### src/rtl/awb_gray_world.sv
// Gray-world auto white balance: per-frame channel sums feed a sequential divider that produces R/B gains vs G.
// Pixel latency 2 cycles; the stream never stalls (no backpressure); gain computation runs 81 cycles after each frame edge.
module awb_gray_world #(
  parameter int DATA_WIDTH = 8,
  parameter int SUM_W      = 32,
  parameter int GAIN_FRAC  = 8,
  parameter int GAIN_W     = 12,
  parameter int GAIN_MAX   = 1023,
  parameter int GAIN_MIN   = 64
) (
  input  logic                    I_Clk,
  input  logic                    I_Rst,
  input  logic                    I_Awb_En,
  input  logic                    I_V_Sync,
  input  logic                    I_RGB_Vaild,
  input  logic [DATA_WIDTH-1:0]   I_RGB_Data_r,
  input  logic [DATA_WIDTH-1:0]   I_RGB_Data_g,
  input  logic [DATA_WIDTH-1:0]   I_RGB_Data_b,
  output logic                    O_V_Sync,
  output logic                    O_RGB_Vaild,
  output logic [DATA_WIDTH-1:0]   O_RGB_Data_r,
  output logic [DATA_WIDTH-1:0]   O_RGB_Data_g,
  output logic [DATA_WIDTH-1:0]   O_RGB_Data_b,
  output logic [3*DATA_WIDTH-1:0] O_RGB_Concat,
  output logic [GAIN_W-1:0]       O_Gain_R,
  output logic [GAIN_W-1:0]       O_Gain_B,
  output logic                    O_Gain_Busy,
  output logic                    O_Gain_Restart
);

  localparam int QW = SUM_W + GAIN_FRAC;
  localparam int PW = DATA_WIDTH + GAIN_W;
  localparam int CW = $clog2(QW);
  localparam logic [GAIN_W-1:0]     UNITY   = GAIN_W'(1 << GAIN_FRAC);
  localparam logic [QW-1:0]         Q_MAX   = QW'(GAIN_MAX);
  localparam logic [QW-1:0]         Q_MIN   = QW'(GAIN_MIN);
  localparam logic [PW:0]           ROUND   = (PW+1)'(1 << (GAIN_FRAC-1));
  localparam logic [DATA_WIDTH-1:0] PIX_MAX = '1;

  typedef enum logic [1:0] {IDLE, DIV_R, DIV_B, COMMIT} state_t;

  function automatic logic [GAIN_W-1:0] clamp_gain(input logic [QW-1:0] q, input logic zero_div);
    if (zero_div)  return UNITY;
    if (q > Q_MAX) return Q_MAX[GAIN_W-1:0];
    if (q < Q_MIN) return Q_MIN[GAIN_W-1:0];
    return q[GAIN_W-1:0];
  endfunction

  function automatic logic [DATA_WIDTH-1:0] round_sat(input logic [PW-1:0] p);
    logic [PW:0] shr;
    shr = ({1'b0, p} + ROUND) >> GAIN_FRAC;
    if (|shr[PW:DATA_WIDTH]) return PIX_MAX;
    return shr[DATA_WIDTH-1:0];
  endfunction

  // ---------------- frame statistics ----------------
  logic             vs_q;
  logic             pose;
  logic [SUM_W-1:0] sum_r_q, sum_g_q, sum_b_q;
  logic [SUM_W-1:0] sum_r_d, sum_g_d, sum_b_d;

  assign pose = I_V_Sync & ~vs_q;

  // The pixel coincident with the frame edge opens the new frame.
  always_comb begin
    sum_r_d = pose ? '0 : sum_r_q;
    sum_g_d = pose ? '0 : sum_g_q;
    sum_b_d = pose ? '0 : sum_b_q;
    if (I_RGB_Vaild) begin
      sum_r_d = sum_r_d + SUM_W'(I_RGB_Data_r);
      sum_g_d = sum_g_d + SUM_W'(I_RGB_Data_g);
      sum_b_d = sum_b_d + SUM_W'(I_RGB_Data_b);
    end
  end

  always_ff @(posedge I_Clk) begin
    if (I_Rst) begin
      vs_q    <= 1'b0;
      sum_r_q <= '0;
      sum_g_q <= '0;
      sum_b_q <= '0;
    end else begin
      vs_q    <= I_V_Sync;
      sum_r_q <= sum_r_d;
      sum_g_q <= sum_g_d;
      sum_b_q <= sum_b_d;
    end
  end

  // ---------------- gain computation ----------------
  state_t           state_q;
  logic [CW-1:0]    cnt_q;
  logic [QW-1:0]    dvd_q;
  logic [QW-1:0]    quo_q;
  logic [QW-1:0]    qr_q;
  logic [SUM_W-1:0] rem_q;
  logic [SUM_W-1:0] snap_r_q, snap_g_q, snap_b_q;
  logic [GAIN_W-1:0] gain_r_q, gain_b_q;
  logic             busy_q, restart_q;

  logic [SUM_W-1:0] divisor;
  logic [SUM_W:0]   rem_sh;
  logic             q_bit;
  logic [QW-1:0]    quo_nx;

  always_comb begin
    divisor = (state_q == DIV_B) ? snap_b_q : snap_r_q;
    rem_sh  = {rem_q, dvd_q[QW-1]};
    q_bit   = (rem_sh >= {1'b0, divisor});
    quo_nx  = {quo_q[QW-2:0], q_bit};
  end

  always_ff @(posedge I_Clk) begin
    if (I_Rst) begin
      state_q   <= IDLE;
      cnt_q     <= '0;
      dvd_q     <= '0;
      quo_q     <= '0;
      qr_q      <= '0;
      rem_q     <= '0;
      snap_r_q  <= '0;
      snap_g_q  <= '0;
      snap_b_q  <= '0;
      gain_r_q  <= UNITY;
      gain_b_q  <= UNITY;
      busy_q    <= 1'b0;
      restart_q <= 1'b0;
    end else begin
      restart_q <= 1'b0;
      if (pose) begin
        // A new frame edge always wins, abandoning any computation in flight.
        restart_q <= (state_q != IDLE);
        snap_r_q  <= sum_r_q;
        snap_g_q  <= sum_g_q;
        snap_b_q  <= sum_b_q;
        dvd_q     <= {sum_g_q, GAIN_FRAC'(0)};
        rem_q     <= '0;
        quo_q     <= '0;
        cnt_q     <= '0;
        busy_q    <= 1'b1;
        state_q   <= DIV_R;
      end else begin
        case (state_q)
          DIV_R, DIV_B: begin
            dvd_q <= {dvd_q[QW-2:0], 1'b0};
            rem_q <= q_bit ? SUM_W'(rem_sh - {1'b0, divisor}) : rem_sh[SUM_W-1:0];
            quo_q <= quo_nx;
            cnt_q <= cnt_q + CW'(1);
            if (cnt_q == CW'(QW-1)) begin
              cnt_q <= '0;
              if (state_q == DIV_R) begin
                qr_q    <= quo_nx;
                dvd_q   <= {snap_g_q, GAIN_FRAC'(0)};
                rem_q   <= '0;
                quo_q   <= '0;
                state_q <= DIV_B;
              end else begin
                state_q <= COMMIT;
              end
            end
          end
          COMMIT: begin
            gain_r_q <= clamp_gain(qr_q, snap_r_q == '0);
            gain_b_q <= clamp_gain(quo_q, snap_b_q == '0);
            busy_q   <= 1'b0;
            state_q  <= IDLE;
          end
          default: ;
        endcase
      end
    end
  end

  // ---------------- pixel datapath ----------------
  logic [GAIN_W-1:0]     gain_r_eff, gain_b_eff;
  logic [PW-1:0]         p_r_q, p_b_q;
  logic [DATA_WIDTH-1:0] g1_q;
  logic                  vld1_q, vs1_q;
  logic [DATA_WIDTH-1:0] out_r_q, out_g_q, out_b_q;
  logic                  vld2_q, vs2_q;

  assign gain_r_eff = I_Awb_En ? gain_r_q : UNITY;
  assign gain_b_eff = I_Awb_En ? gain_b_q : UNITY;

  always_ff @(posedge I_Clk) begin
    if (I_Rst) begin
      p_r_q   <= '0;
      p_b_q   <= '0;
      g1_q    <= '0;
      vld1_q  <= 1'b0;
      vs1_q   <= 1'b0;
      out_r_q <= '0;
      out_g_q <= '0;
      out_b_q <= '0;
      vld2_q  <= 1'b0;
      vs2_q   <= 1'b0;
    end else begin
      p_r_q   <= PW'(I_RGB_Data_r) * PW'(gain_r_eff);
      p_b_q   <= PW'(I_RGB_Data_b) * PW'(gain_b_eff);
      g1_q    <= I_RGB_Data_g;
      vld1_q  <= I_RGB_Vaild;
      vs1_q   <= I_V_Sync;
      out_r_q <= vld1_q ? round_sat(p_r_q) : '0;
      out_g_q <= vld1_q ? g1_q : '0;
      out_b_q <= vld1_q ? round_sat(p_b_q) : '0;
      vld2_q  <= vld1_q;
      vs2_q   <= vs1_q;
    end
  end

  assign O_V_Sync       = vs2_q;
  assign O_RGB_Vaild    = vld2_q;
  assign O_RGB_Data_r   = out_r_q;
  assign O_RGB_Data_g   = out_g_q;
  assign O_RGB_Data_b   = out_b_q;
  assign O_RGB_Concat   = {out_r_q, out_g_q, out_b_q};
  assign O_Gain_R       = gain_r_q;
  assign O_Gain_B       = gain_b_q;
  assign O_Gain_Busy    = busy_q;
  assign O_Gain_Restart = restart_q;

endmodule

### config.mk
export PLATFORM = sky130hd
export DESIGN_NAME = awb_gray_world
export DESIGN_NICKNAME = d
export VERILOG_FILES = /design/src/rtl/awb_gray_world.sv
export SDC_FILE = /design/constraint.sdc
export NUM_CORES = 1
export LEC_CHECK = 0
export CELL_PAD_IN_SITES_DETAIL_PLACEMENT = 0
export CELL_PAD_IN_SITES_GLOBAL_PLACEMENT = 1
export CORE_UTILIZATION = 41
export CTS_CLUSTER_DIAMETER = 80
export DETAILED_ROUTE_END_ITERATION = 8
export PLACE_DENSITY_LB_ADDON = 0.3
export SLEW_MARGIN = 0
export SYNTH_ARGS = -nofsm -noshare
export SYNTH_HDL_FRONTEND = slang
export SYNTH_SLANG_ARGS = --single-unit
### constraint.sdc
create_clock -name I_Clk -period 5.98 [get_ports I_Clk]
set_input_delay 1.196 -clock I_Clk [delete_from_list [all_inputs] [get_ports I_Clk]]
set_output_delay 1.196 -clock I_Clk [all_outputs]
set_load 0.02 [all_outputs]
=== Yosys cells after proc, flatten, opt, wreduce, memory -nomap -nowiden ===
Cells that the tools add are included.

* RAM bits: 0
* Register bits: 454
* ROM bits: 0
* Input bits: 29
* Memories: 0
* Output and inout port bits: 76
* Latch bits: 0

* Reduce and logical (&&, ||, !) cells: 17
* $lt $le $gt $ge: 5
* Multipliers: 2
* Add/subtract/negate cells: 7
* Bitwise operators: 4
* Eq/ne operators: 6
* Shift-type cells: 0
* Multiplexer cells: 75
* Div/mod/pow operators: 0

{| class="wikitable"
|+ Operators with widths
! operator !! count
|-
| 32-bit 2-to-1 mux || 10
|-
| 40-bit 2-to-1 mux || 6
|-
| 12-bit 2-to-1 mux || 14
|-
| 32-bit by 8-bit adder with 32-bit output || 3
|-
| 40-bit by 10-bit > comparator with 1-bit output, second input constant || 2
|-
| 40-bit by 7-bit less-than comparator with 1-bit output, second input constant || 2
|-
| 32-bit zero test || 2
|-
| 20-bit by 8-bit adder with 21-bit output, second input constant || 2
|-
| 8-bit by 12-bit multiplier with 20-bit output || 2
|-
| 1-bit 2-to-1 mux || 38
|-
| 33-bit by 32-bit >= comparator with 1-bit output || 1
|-
| 8-bit 2-to-1 mux || 4
|-
| 32-bit subtractor || 1
|-
| 5-bit OR reduction || 2
|-
| 2-bit nonzero test || 4
|-
| 2-bit OR reduction || 4
|-
| 6-bit by 1-bit adder with 6-bit output, second input constant || 1
|-
| 6-bit equality test, second input constant || 1
|-
| 6-bit 2-to-1 mux || 1
|-
| 2-bit AND reduction || 3
|-
| 2-bit equality test, second input constant || 2
|-
| 2-bit case mux with 2 select lines || 1
|-
| 4-bit AND reduction || 1
|-
| 3-bit inequality test, second input constant || 1
|-
| 6 further kinds || 8
|}

=== Longest topological paths before layout ===
* Depth after elaboration: 17
* Gate-level depth with buffers: 20
* Mapped depth without buffers: 18

=== Worst setup path after synthesis ===
Ideal clock, no wire load.

* Kind: input port to flip-flop
* From: in I_Awb_En
* To: reg p_b_q[19]
* Required time: 5910 ps
* Path slack: -38 ps
* Library setup time: 70 ps
* Arrival: 5948 ps
* Stages: 19
* Path buffers: 2
* Cell sequence: clkbuf_1 > clkbuf_1 > nand3_1 > fa_1 > fa_1 > inv_1 > fa_1 > inv_1 > fa_1 > inv_1 > ha_1 > o21a_1 > nor2_1 > a211oi_1 > a31oi_1 > nor3_1 > nor3_1 > a2111oi_0 > o21bai_1

* Longest elaborated chain between the ends: 2

{| class="wikitable"
|+ Ends and longest elaborated chain
! item !! RTL line !! RTL
|-
| start, declared || 13 || <nowiki>input logic I_Awb_En,</nowiki>
|-
| 12-bit 2-to-1 mux || 183 || <nowiki>assign gain_b_eff = I_Awb_En ? gain_b_q : UNITY;</nowiki>
|-
| 8-bit by 12-bit multiplier with 20-bit output || 199 || <nowiki>p_b_q <= PW'(I_RGB_Data_b) * PW'(gain_b_eff);</nowiki>
|-
| end signal, assigned || 199 ||
|-
| end, declared || 176 || <nowiki>logic [PW-1:0] p_r_q, p_b_q;</nowiki>
|}

No other way between the ends.
A chain may end at the register's enable or synchronous reset.

=== Worst setup path in the final report ===
* From: in I_RGB_Data_r[4]
* To: reg p_r_q[19]

* Longest elaborated chain between the ends: 1

{| class="wikitable"
|+ Ends and longest elaborated chain
! item !! RTL line !! RTL
|-
| start, declared || 16 || <nowiki>input logic [DATA_WIDTH-1:0] I_RGB_Data_r,</nowiki>
|-
| 8-bit by 12-bit multiplier with 20-bit output || 198 || <nowiki>p_r_q <= PW'(I_RGB_Data_r) * PW'(gain_r_eff);</nowiki>
|-
| end signal, assigned || 198 ||
|-
| end, declared || 176 ||
|}

No other way between the ends.

==> impl_metrics.ini <==
[status]
status = completed

[yosys]
synth_ff_type = dfxtp_1
synth.most_common_cell = dfxtp_1
yosysSeqAreaShare_pct = 33.3
synth_top_cells_by_count = 432 x dfxtp_1, 319 x nand2_1, 256 x a21oi_1
syn_avg_cell_area_um2 = 8.51
syn-num-nets = 3336
synth-edff-count = 0
yosysUniqueCellTypes = 67
synth.top_cell.area_share_pct = 33.3
synthArstFlopShare_pct = 0
synth_top_area_cell = dfxtp_1
ys_ff_latch = 432
syn-cell-area_um2 = 25900
synth_cells = 3047
synth.area.top_cells = dfxtp_1 33%, fa_1 9.4%, ha_1 6.7%
yosysWarnings = 0

[drt]
drc = 0
dr.pass1.iters = 7
routed_via_density = 5.61
drtAntennaViolNets = 0
detail_route.wl_per_cell_um = 18.0
drtIter0Drc = 1777
vias = 22300
drt-total-wl_um = 71600

[critical_path]
cpPeakStageDelay_ps = 530
crit_chain = clkdlybuf4s50_1, and3_1, fa_1, fa_1, ha_1, inv_1, fa_1, inv_1, ha_1, a21o_1, a2111oi_0, buf_4, a211oi_1, a31oi_1, buf_4, o311ai_2, o31ai_1, xnor2_1, nor2_1
setup.worst_path.start_class = input port
criticalPathCategory = in2reg
required_ps = 6430
arrival_ps = 6160
cpMaxStageDelayCell = clkdlybuf4s50_1
crit_fanout = 6
path_common_cell = fa_1
end_kind = flip-flop

[die]
fp.dieW_um = 254
fp.dieH_um = 254
die_area_um2 = 64300
initial_utilization_pct = 41.8
placementRows = 91
ios = 105
core-area_um2 = 62100

[clock_tree]
cts_hold_buf = 0
cts_made_buffers = 50
path_clk_slew_ps = 60
clk_latency_ps = 590
root_buffer = clkbuf_16
cts-htree-levels = 2
clkSinkCount = 432
clock_path_buffers = 3
cts_tree = built

[layout]
stdcell_area_um2 = 29800
seq_area_um2 = 8650
n_antenna_cell = 0
largestRegisters = qr_q (40), quo_q (40)
area_delta_synth_final_pct = 14.8
final_cells = 3976
drive_gt1_share_pct = 7.81
fin_nets = 3391
nFillCells = 5975
multi_input_comb_area_um2 = 15700
final_util_pct = 48.0

[global_route]
grt-ovfl-total = 0
grtUsageTotal_pct = 22.3
grt_max_degree = 103
antenna_found_initial = 1
grt_pass1_vias = 22200
grt_pass1_wl_um = 116000

[hold_path]
hold_class = reg2reg

[sta]
worst_pin_slew_ps = 1220
fin_crit_ps = 5710
setup_viol = 0
max_slew_margin_pct = 18.0
fmax_mhz = 175
rsz0062_at_grt = false
tns_ps = 0
fin_worst_skew_ps = 14.1
drv_slew = 0
finalCritPeriodShare_pct = 95.5
hold_viol = 0

[placement]
routabilityCongestion = 0.872
placedCellCount = 3887
port_buffers = 104
place_hpwl_um = 50600
place_area_um2 = 28100

[flow_run]
maxCapViolations = 0

[power_and_ir_drop]
ir_drop_mv = 0.399
seq_power_share_pct = 33.8
power.share.clock_pct = 34.2
p_leak_nw = 12.5
swShare_pct = 34.8
p_comb_share_pct = 32.0
internal_power_mw = 5.90
p_per_area_nw_per_um2 = 304
p_sw_mw = 3.15
[stage by stage]
| step | hold WS (ps) | total power [mW] | worst slack [ps] |
|---|---|---|---|
| finish | 434 | 9.06 | 270 |
| global route | 450 | 9.58 | 5.21 |
| CTS | 434 | 9.15 | 262 |
| detailed placement | 416 | 6.01 | -329 |
| global placement | 417 | 5.99 | -298 |
| floorplan | 406 | 5.22 | 54.2 |
[power groups by stage]
stage	Clock (mW)	Combinational [mW]	Sequential, mW
floorplan	0	2.12	3.10
global placement	0	2.87	3.12
detailed placement	0	2.89	3.12
CTS	3.18	2.91	3.06
global route	3.30	3.21	3.07
finish	3.10	2.89	3.06
[final cells by class]
type                       instances  share of cell area (%)
clock inverter                    16                   0.677
clock buffer                      73                    4.93
inverter                         206                    2.60
tap                              837                    3.52
sequential                       432                    29.1
multi-input combinational       2189                    52.6
timing repair buffer             223                    6.58
[final timing paths]
kind,start,end,slack [ps],cells after the start
max,I_RGB_Data_r[4],p_r_q[19]$_SDFF_PP0_,270,19
min,g1_q[2]$_SDFF_PP0_,O_RGB_Data_g[2]$_SDFF_PP0_,430,1
max reg2reg,O_Gain_R[0]$_SDFFE_PP0P_,p_r_q[19]$_SDFF_PP0_,830,18
min reg2reg,g1_q[2]$_SDFF_PP0_,O_RGB_Data_g[2]$_SDFF_PP0_,430,1
[routing by layer]
layer | GRT usage [%] | vias to the layer above | wire (um)
met4 | 5.75 | 0 | 1450
met1 | 29.5 | 10900 | 33000
met2 | 38.2 | 517 | 34000
li1 | - | 10800 | -
met3 | 2.85 | 86 | 3170
met5 | 0 | - | 0
[what timing repair did]
action,in CTS,in global routing
buffers inserted,0,0
gates resized for setup,0,3
endpoints found under the setup margin,0,3
[cells in the final DEF, fill, tap and decap left out, drive strengths merged, types with 26 or more instances in the layout]
master / synthesis / routed
ha: 138 / 138
nor2: 169 / 169
or3: 32 / 32
and3: 150 / 150
nand2b: 48 / 48
nand2: 319 / 319
fa: 122 / 122
buf: 48 / 121
a21o: 35 / 35
and2: 57 / 57
a21oi: 256 / 256
nand3: 195 / 195
mux2i: 64 / 64
o21ai: 67 / 67
inv: 204 / 207
xor2: 26 / 26
clkbuf: 172 / 73
nand4: 40 / 40
nor4: 36 / 36
xnor2: 50 / 50
a22o: 113 / 113
clkdlybuf4s50: 0 / 102
dfxtp: 432 / 432
a311oi: 32 / 32
[worst max-delay path, delay by kind of cell]
kind,cells,cell delay (ps)
fa+ha+maj,5,2070
compound gates,6,1430
buf+inv,5,1000
simple gates,2,310
xor+xnor,1,160
[cell families after synthesis]
kind of cell | Yosys count | share of synthesized area (%)
flip-flops | 432 | 33.3
adder cells (fa/ha/maj) | 260 | 16.1
multiplexers | 74 | 2.90
buffers and inverters | 426 | 6.55
AND/OR/NAND/NOR | 1131 | 21.8
XOR/XNOR | 76 | 2.57
AO/OA/AOI/OAI | 648 | 16.8
No activity file was read; power rests on OpenSTA's default activity.
